File: config.mk
export PLATFORM = sky130hd
export DESIGN_NAME = io_register_file
export DESIGN_NICKNAME = d
export VERILOG_FILES = /design/src/rtl/io_register_file.sv
export SDC_FILE = /design/constraint.sdc
export NUM_CORES = 1
export LEC_CHECK = 0
export CORE_ASPECT_RATIO = 1.25
export CORE_UTILIZATION = 26
export DETAILED_ROUTE_END_ITERATION = 7
export SYNTH_ARGS = -nofsm -noshare
export SYNTH_HDL_FRONTEND = slang
export SYNTH_SLANG_ARGS = --single-unit
File: constraint.sdc
create_clock -name clk -period 4 [get_ports clk]
set_input_delay 1 -clock clk [delete_from_list [all_inputs] [get_ports clk]]
set_output_delay 1 -clock clk [all_outputs]
set_load 0.02 [all_outputs]
File: src/rtl/io_register_file.sv
// ----------------------------------------------------------------------------
// io_register_file
//
// Small memory-mapped register file bridging asynchronous board I/O to a
// synchronous core. There are two combinational read ports and one write port.
//
// Address map
//   0         constant zero (writes ignored)
//   1         synchronised sw (writes ignored)
//   2         {0..., ready_flag}  sticky, set on ready_in rising edge,
//             cleared by any write to this address
//   3         {0..., match_flag}  same behaviour, driven by pattern_match
//   4..N-1    general-purpose registers (GPRs)
//
// Ports
//   clk            single clock, rising edge
//   rst            asynchronous active-high reset
//   sw             asynchronous switch bus
//   ready_in       asynchronous ready strobe/level
//   pattern_match  asynchronous match indication
//   we/wr_addr/wr_data         write port
//   rd_addr_a/b -> rd_data_a/b combinational read ports
//   out_port       registered mirror of GPR[OUT_ADDR]
//   out_valid      one-cycle pulse following each write to OUT_ADDR
// ----------------------------------------------------------------------------
module io_register_file #(
  parameter int BUS_WIDTH   = 8,
  parameter int ADDR_WIDTH  = 3,
  parameter int SYNC_STAGES = 2,
  parameter int OUT_ADDR    = (1 << ADDR_WIDTH) - 1,
  parameter bit BYPASS      = 1'b1
) (
  input  logic                  clk,
  input  logic                  rst,
  input  logic [BUS_WIDTH-1:0]  sw,
  input  logic                  ready_in,
  input  logic                  pattern_match,
  input  logic                  we,
  input  logic [ADDR_WIDTH-1:0] wr_addr,
  input  logic [BUS_WIDTH-1:0]  wr_data,
  input  logic [ADDR_WIDTH-1:0] rd_addr_a,
  input  logic [ADDR_WIDTH-1:0] rd_addr_b,
  output logic [BUS_WIDTH-1:0]  rd_data_a,
  output logic [BUS_WIDTH-1:0]  rd_data_b,
  output logic [BUS_WIDTH-1:0]  out_port,
  output logic                  out_valid
);

  localparam int N = 1 << ADDR_WIDTH;

  localparam logic [ADDR_WIDTH-1:0] ADDR_ZERO  = ADDR_WIDTH'(0);
  localparam logic [ADDR_WIDTH-1:0] ADDR_SW    = ADDR_WIDTH'(1);
  localparam logic [ADDR_WIDTH-1:0] ADDR_READY = ADDR_WIDTH'(2);
  localparam logic [ADDR_WIDTH-1:0] ADDR_MATCH = ADDR_WIDTH'(3);
  localparam logic [ADDR_WIDTH-1:0] ADDR_OUT   = ADDR_WIDTH'(OUT_ADDR);

  // --------------------------------------------------------------------------
  // Input synchronisers
  // --------------------------------------------------------------------------
  logic [BUS_WIDTH-1:0]   sw_sync_q [SYNC_STAGES];
  logic [SYNC_STAGES-1:0] ready_sync_q;
  logic [SYNC_STAGES-1:0] match_sync_q;

  genvar gi;
  generate
    for (gi = 0; gi < SYNC_STAGES; gi++) begin : g_sync
      if (gi == 0) begin : g_first
        always_ff @(posedge clk or posedge rst) begin
          if (rst) begin
            sw_sync_q[gi]    <= '0;
            ready_sync_q[gi] <= 1'b0;
            match_sync_q[gi] <= 1'b0;
          end else begin
            sw_sync_q[gi]    <= sw;
            ready_sync_q[gi] <= ready_in;
            match_sync_q[gi] <= pattern_match;
          end
        end
      end else begin : g_next
        always_ff @(posedge clk or posedge rst) begin
          if (rst) begin
            sw_sync_q[gi]    <= '0;
            ready_sync_q[gi] <= 1'b0;
            match_sync_q[gi] <= 1'b0;
          end else begin
            sw_sync_q[gi]    <= sw_sync_q[gi-1];
            ready_sync_q[gi] <= ready_sync_q[gi-1];
            match_sync_q[gi] <= match_sync_q[gi-1];
          end
        end
      end
    end
  endgenerate

  logic [BUS_WIDTH-1:0] sw_s;
  logic                 ready_s;
  logic                 match_s;

  assign sw_s    = sw_sync_q[SYNC_STAGES-1];
  assign ready_s = ready_sync_q[SYNC_STAGES-1];
  assign match_s = match_sync_q[SYNC_STAGES-1];

  // --------------------------------------------------------------------------
  // Edge detection and sticky flags
  // --------------------------------------------------------------------------
  logic ready_prev_q, match_prev_q;
  logic ready_flag_q, ready_flag_d;
  logic match_flag_q, match_flag_d;
  logic ready_rise, match_rise;
  logic ready_clr, match_clr;

  assign ready_rise = ready_s & ~ready_prev_q;
  assign match_rise = match_s & ~match_prev_q;
  assign ready_clr  = we && (wr_addr == ADDR_READY);
  assign match_clr  = we && (wr_addr == ADDR_MATCH);

  // A rise detected on the same edge as a clear wins, so no event is lost.
  assign ready_flag_d = ready_rise | (ready_flag_q & ~ready_clr);
  assign match_flag_d = match_rise | (match_flag_q & ~match_clr);

  always_ff @(posedge clk or posedge rst) begin
    if (rst) begin
      ready_prev_q <= 1'b0;
      match_prev_q <= 1'b0;
      ready_flag_q <= 1'b0;
      match_flag_q <= 1'b0;
    end else begin
      ready_prev_q <= ready_s;
      match_prev_q <= match_s;
      ready_flag_q <= ready_flag_d;
      match_flag_q <= match_flag_d;
    end
  end

  // --------------------------------------------------------------------------
  // General-purpose registers. Entries 0..3 exist only so the array can be
  // indexed directly by a full-width address; they are held at zero and are
  // never selected by the read mux.
  // --------------------------------------------------------------------------
  logic [BUS_WIDTH-1:0] gpr_q [N];

  generate
    for (gi = 0; gi < N; gi++) begin : g_gpr
      if (gi >= 4) begin : g_rw
        always_ff @(posedge clk or posedge rst) begin
          if (rst) begin
            gpr_q[gi] <= '0;
          end else if (we && (wr_addr == ADDR_WIDTH'(gi))) begin
            gpr_q[gi] <= wr_data;
          end
        end
      end else begin : g_fixed
        always_ff @(posedge clk or posedge rst) begin
          if (rst) begin
            gpr_q[gi] <= '0;
          end else begin
            gpr_q[gi] <= '0;
          end
        end
      end
    end
  endgenerate

  // --------------------------------------------------------------------------
  // Output mirror
  // --------------------------------------------------------------------------
  logic                 out_wr;
  logic [BUS_WIDTH-1:0] out_port_q;
  logic                 out_valid_q;

  assign out_wr = we && (wr_addr == ADDR_OUT);

  always_ff @(posedge clk or posedge rst) begin
    if (rst) begin
      out_port_q  <= '0;
      out_valid_q <= 1'b0;
    end else begin
      out_valid_q <= out_wr;
      if (out_wr) begin
        out_port_q <= wr_data;
      end
    end
  end

  assign out_port  = out_port_q;
  assign out_valid = out_valid_q;

  // --------------------------------------------------------------------------
  // Read ports (identical, independent)
  // --------------------------------------------------------------------------
  logic [ADDR_WIDTH-1:0] rd_addr_arr [2];
  logic [BUS_WIDTH-1:0]  rd_data_arr [2];

  assign rd_addr_arr[0] = rd_addr_a;
  assign rd_addr_arr[1] = rd_addr_b;
  assign rd_data_a      = rd_data_arr[0];
  assign rd_data_b      = rd_data_arr[1];

  generate
    for (gi = 0; gi < 2; gi++) begin : g_rd
      // Forwarding is suppressed during reset because such writes are
      // discarded; the default branch below only covers GPR addresses, so
      // addresses 0..3 are never forwarded.
      logic fwd;
      assign fwd = BYPASS && we && !rst && (wr_addr == rd_addr_arr[gi]);

      always_comb begin
        rd_data_arr[gi] = '0;
        case (rd_addr_arr[gi])
          ADDR_ZERO:  rd_data_arr[gi] = '0;
          ADDR_SW:    rd_data_arr[gi] = sw_s;
          ADDR_READY: rd_data_arr[gi] = {{(BUS_WIDTH-1){1'b0}}, ready_flag_q};
          ADDR_MATCH: rd_data_arr[gi] = {{(BUS_WIDTH-1){1'b0}}, match_flag_q};
          default: begin
            if (fwd) begin
              rd_data_arr[gi] = wr_data;
            end else begin
              rd_data_arr[gi] = gpr_q[rd_addr_arr[gi]];
            end
          end
        endcase
      end
    end
  endgenerate

endmodule
Yosys cells after proc, flatten, opt, wreduce, memory -nomap -nowiden
Cells that the tools add are included.

word-level totals
  register bits after elaboration = 57
  bits of input ports = 30
  output and inout port bits = 25
  word-level logic and storage cells = 65

operators by class
  order comparisons = 2
  eq/ne operators = 14
  muxes and demuxes = 10
  bitwise gates (word level) = 12
  reduce and logical (&&, ||, !) cells = 12

operator list
  kind                  number
  $pmux W8 S4           2
  $bmux W8 S3           2
  $mux W8               6
  $eq A3 B2 Y1 const B  6
  $eq A3 B3 Y1 const B  4
  $logic_and A1 B1 Y1   9
  $ge A4 B4 Y1 const B  2
  $not A3 Y4            2
  $eq A3 B1 Y1 const B  2
  $eq A3 B3 Y1          2
  $logic_not A3 Y1      2
  $and A1 B1 Y1         4
  $not A1 Y1            4
  $or A1 B1 Y1          2
  $logic_not A1 Y1      1

Logic depth before layout (Yosys ltp)
  depth after elaboration = 6
  mapped depth = 5
  gate-level depth less buffers = 3

Worst setup path before layout
OpenSTA, ideal clock, no wires.

  path kind = input -> output
  start point = in rd_addr_b[1]
  end point = out rd_data_b[1]
  data arrival time = 2.165 ns
  data required time = 3.000 ns
  setup slack = 0.835 ns
  stages on the path = 5
  buffers on the path = 2
  cells stage by stage = buf_4 buf_6 xor2_1 o41ai_1 o221ai_1

between the ends
  word-level cells in the longest chain between the ends = 6
  elaborated cells between the ends (all ways) = 12
  those cells by class = eq/ne: 4; mux: 5; bitwise: 1; reduce/logical: 2

ends and longest elaborated chain
  item                                        RTL line  text
  start, declared                             42        input logic [ADDR_WIDTH-1:0] rd_addr_b,
  $not A3 Y4 (not written as such)            218       rd_data_arr[gi] = gpr_q[rd_addr_arr[gi]];
  $bmux W8 S3                                 218
  $mux W8 (not written as such) (2 in a row)  218
  $mux W8                                     215       if (fwd) begin
  $pmux W8 S4 *                               209       case (rd_addr_arr[gi])
  end, declared                               44        output logic [BUS_WIDTH-1:0] rd_data_b,

Every way passes the cells marked *; elsewhere a longest branch is shown, timed or not. The select of a mux whose other input is x is not followed.

Worst setup path after layout
  start point = in wr_addr[0]
  end point = out rd_data_b[6]

between the ends
  word-level cells in the longest chain between the ends = 4

ends and longest elaborated chain
  item                 RTL line  text
  start, declared      39        input logic [ADDR_WIDTH-1:0] wr_addr,
  $eq A3 B3 Y1         205       assign fwd = BYPASS && we && !rst && (wr_addr == rd_addr_arr[gi]);
  $logic_and A1 B1 Y1  205
  $mux W8              215
  $pmux W8 S4          209

Every way passes these cells.

==> results.sh <==
export IMPL_arrival_ns=2.93
export IMPL_syn_num_nets=260
export IMPL_areaGrowthSynthToFinish_pct=39.9
export IMPL_fin_cells=455
export IMPL_finalPower_mw=2.00
export IMPL_path_clk_slew_ns=0.05
export IMPL_clock_sinks=57
export IMPL_period_share_pct=98.3
export IMPL_reg2reg_depth=1
export IMPL_cp_common_cell="buf_4"
export IMPL_async_flop_share_pct=100
export IMPL_cts_buffers=9
export IMPL_drc_errors=0
export IMPL_track_usage_pct=15.0
export IMPL_rr_startpoint="out_port[3]$_DFFE_PP0P_"
export IMPL_synth_area_per_cell_um2=13.2
export IMPL_synth_distinct_cells=29
export IMPL_min_to="sw_s[3]$_DFF_PP0_"
export IMPL_whs_ns=0.345
export IMPL_dp_hpwl_mm=5.95
export IMPL_max_slew_margin_pct=37.0
export IMPL_ios=55
export IMPL_path_max_fanout=7
export IMPL_yosysSeqAreaShare_pct=46.9
export IMPL_skew_ns=0.00169
export IMPL_critPathTopFamily="buffers and inverters"
export IMPL_place_inst=439
export IMPL_cp_cell_sequence="clkdlybuf4s50_1 > buf_4 > xor2_1 > buf_4 > o41ai_1 > o221ai_1 > dlygate4sd2_1"
export IMPL_reg2reg_slack_ns=3.20
export IMPL_yosys_most_used_dff="dfrtp_1"
export IMPL_max_freq_mhz=254
export IMPL_avgRoutedWirePerCell_um=18.5
export IMPL_cp_slowest_cell="clkdlybuf4s50_1"
export IMPL_cp_slowest_stage_delay_ns=0.54
export IMPL_holdCritStartpoint="sw_sync_q[11]$_DFF_PP0_"
export IMPL_r2r_end="out_port[3]$_DFFE_PP0P_"
export IMPL_grt_pass1_wl_mm=13.5
export IMPL_pre_cts_ws_ns=-0.263
export IMPL_path_buf_inv=4
export IMPL_gp_congestion=0.831
export IMPL_rsz0062_at_grt="no"
export IMPL_worst_slack_ns=0.0662
export IMPL_clockBufferDepth=2
export IMPL_core_um2=11200
export IMPL_status="completed"
export IMPL_ir_drop_mv=0.218
export IMPL_wirelength_mm=8.41
export IMPL_finalCriticalPeriod_ns=3.93
export IMPL_die_area_um2=12100
export IMPL_maxSlewViolCount=0
export IMPL_worstPathRequired_ns=3.00
export IMPL_clk_latency_ns=0.32
export IMPL_ant_nets=0
export IMPL_drt_pre_antenna_iters=4
export IMPL_antenna_cells=0
export IMPL_post_cts_buffers=0
export IMPL_p_leak_nw=1.87
export IMPL_setup_viol=0
export IMPL_grt_max_degree=58
export IMPL_die_h_um=123
export IMPL_max_cap_violations=0
export IMPL_std_cell_rows=43
export IMPL_utilization_pct=37.9
export IMPL_start_util_pct=27.1
export IMPL_end_kind="primary output"
export IMPL_hold_depth=0
export IMPL_clk_root_buffer_cell="clkbuf_16"
export IMPL_cp_start_kind="input pin"
export IMPL_drtIter0Drc=185
export IMPL_grt_pass1_vias=2481
export IMPL_place_area_um2=3940
export IMPL_drive_above_1_share_pct=34.7
export IMPL_cts_tree="yes"
export IMPL_cts_max_level=3
export IMPL_via_count=2298
export IMPL_syn_area_um2=3040
export IMPL_grt_overflow=0
export IMPL_io_buffers=54
export IMPL_die_w_um=98.8
export IMPL_fin_nets=345
export IMPL_path_class="input pin to primary output"
export IMPL_min_path_type="flip-flop to flip-flop"
export IMPL_synth_edff_count=0
export IMPL_viasPerCell=5.05
export IMPL_power_density_nw_per_um2=470
export IMPL_fin_area_um2=4260
export IMPL_antenna_found_initial=0
export IMPL_finalHoldViolations=0
export IMPL_nFillCells=1095
export IMPL_synth_seq_cells=57
export IMPL_finalSetupTns_ns=0
export IMPL_tightest_slew_ns=0.940
export IMPL_yosys_warnings=0
export IMPL_synth_cells=230
metal layers:
metal | GRT usage [%] | part of all wire (%)
met5 | 0 | 0
met4 | 7.84 | 3.6
met3 | 3.62 | 6.2
met2 | 24.7 | 48
met1 | 18.3 | 42
cell families (layout without fill, tap and decap cells):
kind of cell    after synthesis  in the layout  synth area share (%)
compound gates               38             38                  10.8
mux                          50             50                  25.5
xor+xnor                     12             12                  3.45
buf+inv                      29            119                  6.21
simple gates                 44             44                  7.15
flops                        57             57                  46.9
what timing repair did:
item,4_1_cts,5_1_grt
gates resized for setup,11,8
setup endpoints to repair,16,7
hold buffers,0,0
cells in the final DEF (no fill, tap or decap), types with 4 or more instances in the layout:
cell,synthesis,layout
buf_4,13,38
xor2_1,6,4
dlygate4sd2_1,0,10
nand2_1,28,28
mux2_2,26,26
o221ai_1,14,14
o41ai_1,14,14
nand4_1,5,5
mux2_4,8,8
o21ai_0,4,4
mux4_2,15,15
dlymetal6s2s_1,0,7
clkdlybuf4s50_1,0,37
xnor2_1,6,6
clkbuf_16,0,9
dfrtp_1,57,57
inv_1,6,5
cells in the mapped netlist, types with 5 or more instances:
master    number  share of area, %
inv_1          6              0.74
mux2_4         8               3.9
nand2_1       28               3.5
mux4_2        15                11
dfrtp_1       57                47
xor2_1         6               1.7
xnor2_1        6               1.7
mux2_2        26               9.6
o221ai_1      14               4.0
buf_4         13               3.2
nand4_1        5               1.0
o41ai_1       14               4.0
report_power, final:
part | internal, mW | total, mW | switching [mW]
clock network | 0.495 | 0.744 | 0.248
logic | 0.300 | 0.529 | 0.230
registers | 0.663 | 0.727 | 0.0634
total | 1.46 | 2.00 | 0.542
flip-flops by register name, indices dropped and copies added (netlist names), 8 cells and up:
| signal | flops |
|---|---|
| gpr_q | 24 |
| out_port | 8 |
| sw_s | 8 |
| sw_sync_q | 8 |
worst max path at each step:
stage	startpoint	end	slack [ns]	cells past startpoint
after global placement	rd_addr_a[0]	rd_data_a[2]	-0.25	7
after floorplan	rd_addr_b[1]	rd_data_b[1]	0.83	5
after CTS	wr_addr[0]	rd_data_a[2]	-0.25	5
after global routing	wr_addr[0]	rd_data_b[2]	0.003	7
final	wr_addr[0]	rd_data_b[6]	0.07	7
after detailed placement	wr_addr[2]	rd_data_a[2]	-0.26	6
layout make-up:
| cell class | count | area (um^2) | share of cell area, % |
|---|---|---|---|
| Sequential cell | 57 | 1430 | 33.5 |
| Clock inverter | 5 | 55.1 | 1.29 |
| Tap cell | 135 | 169 | 3.97 |
| Multi-Input combinational cell | 144 | 1440 | 33.9 |
| Inverter | 8 | 30.0 | 0.705 |
| Clock buffer | 11 | 243 | 5.70 |
| Timing Repair Buffer | 95 | 891 | 20.9 |
No activity file was read; power rests on OpenSTA's default activity.
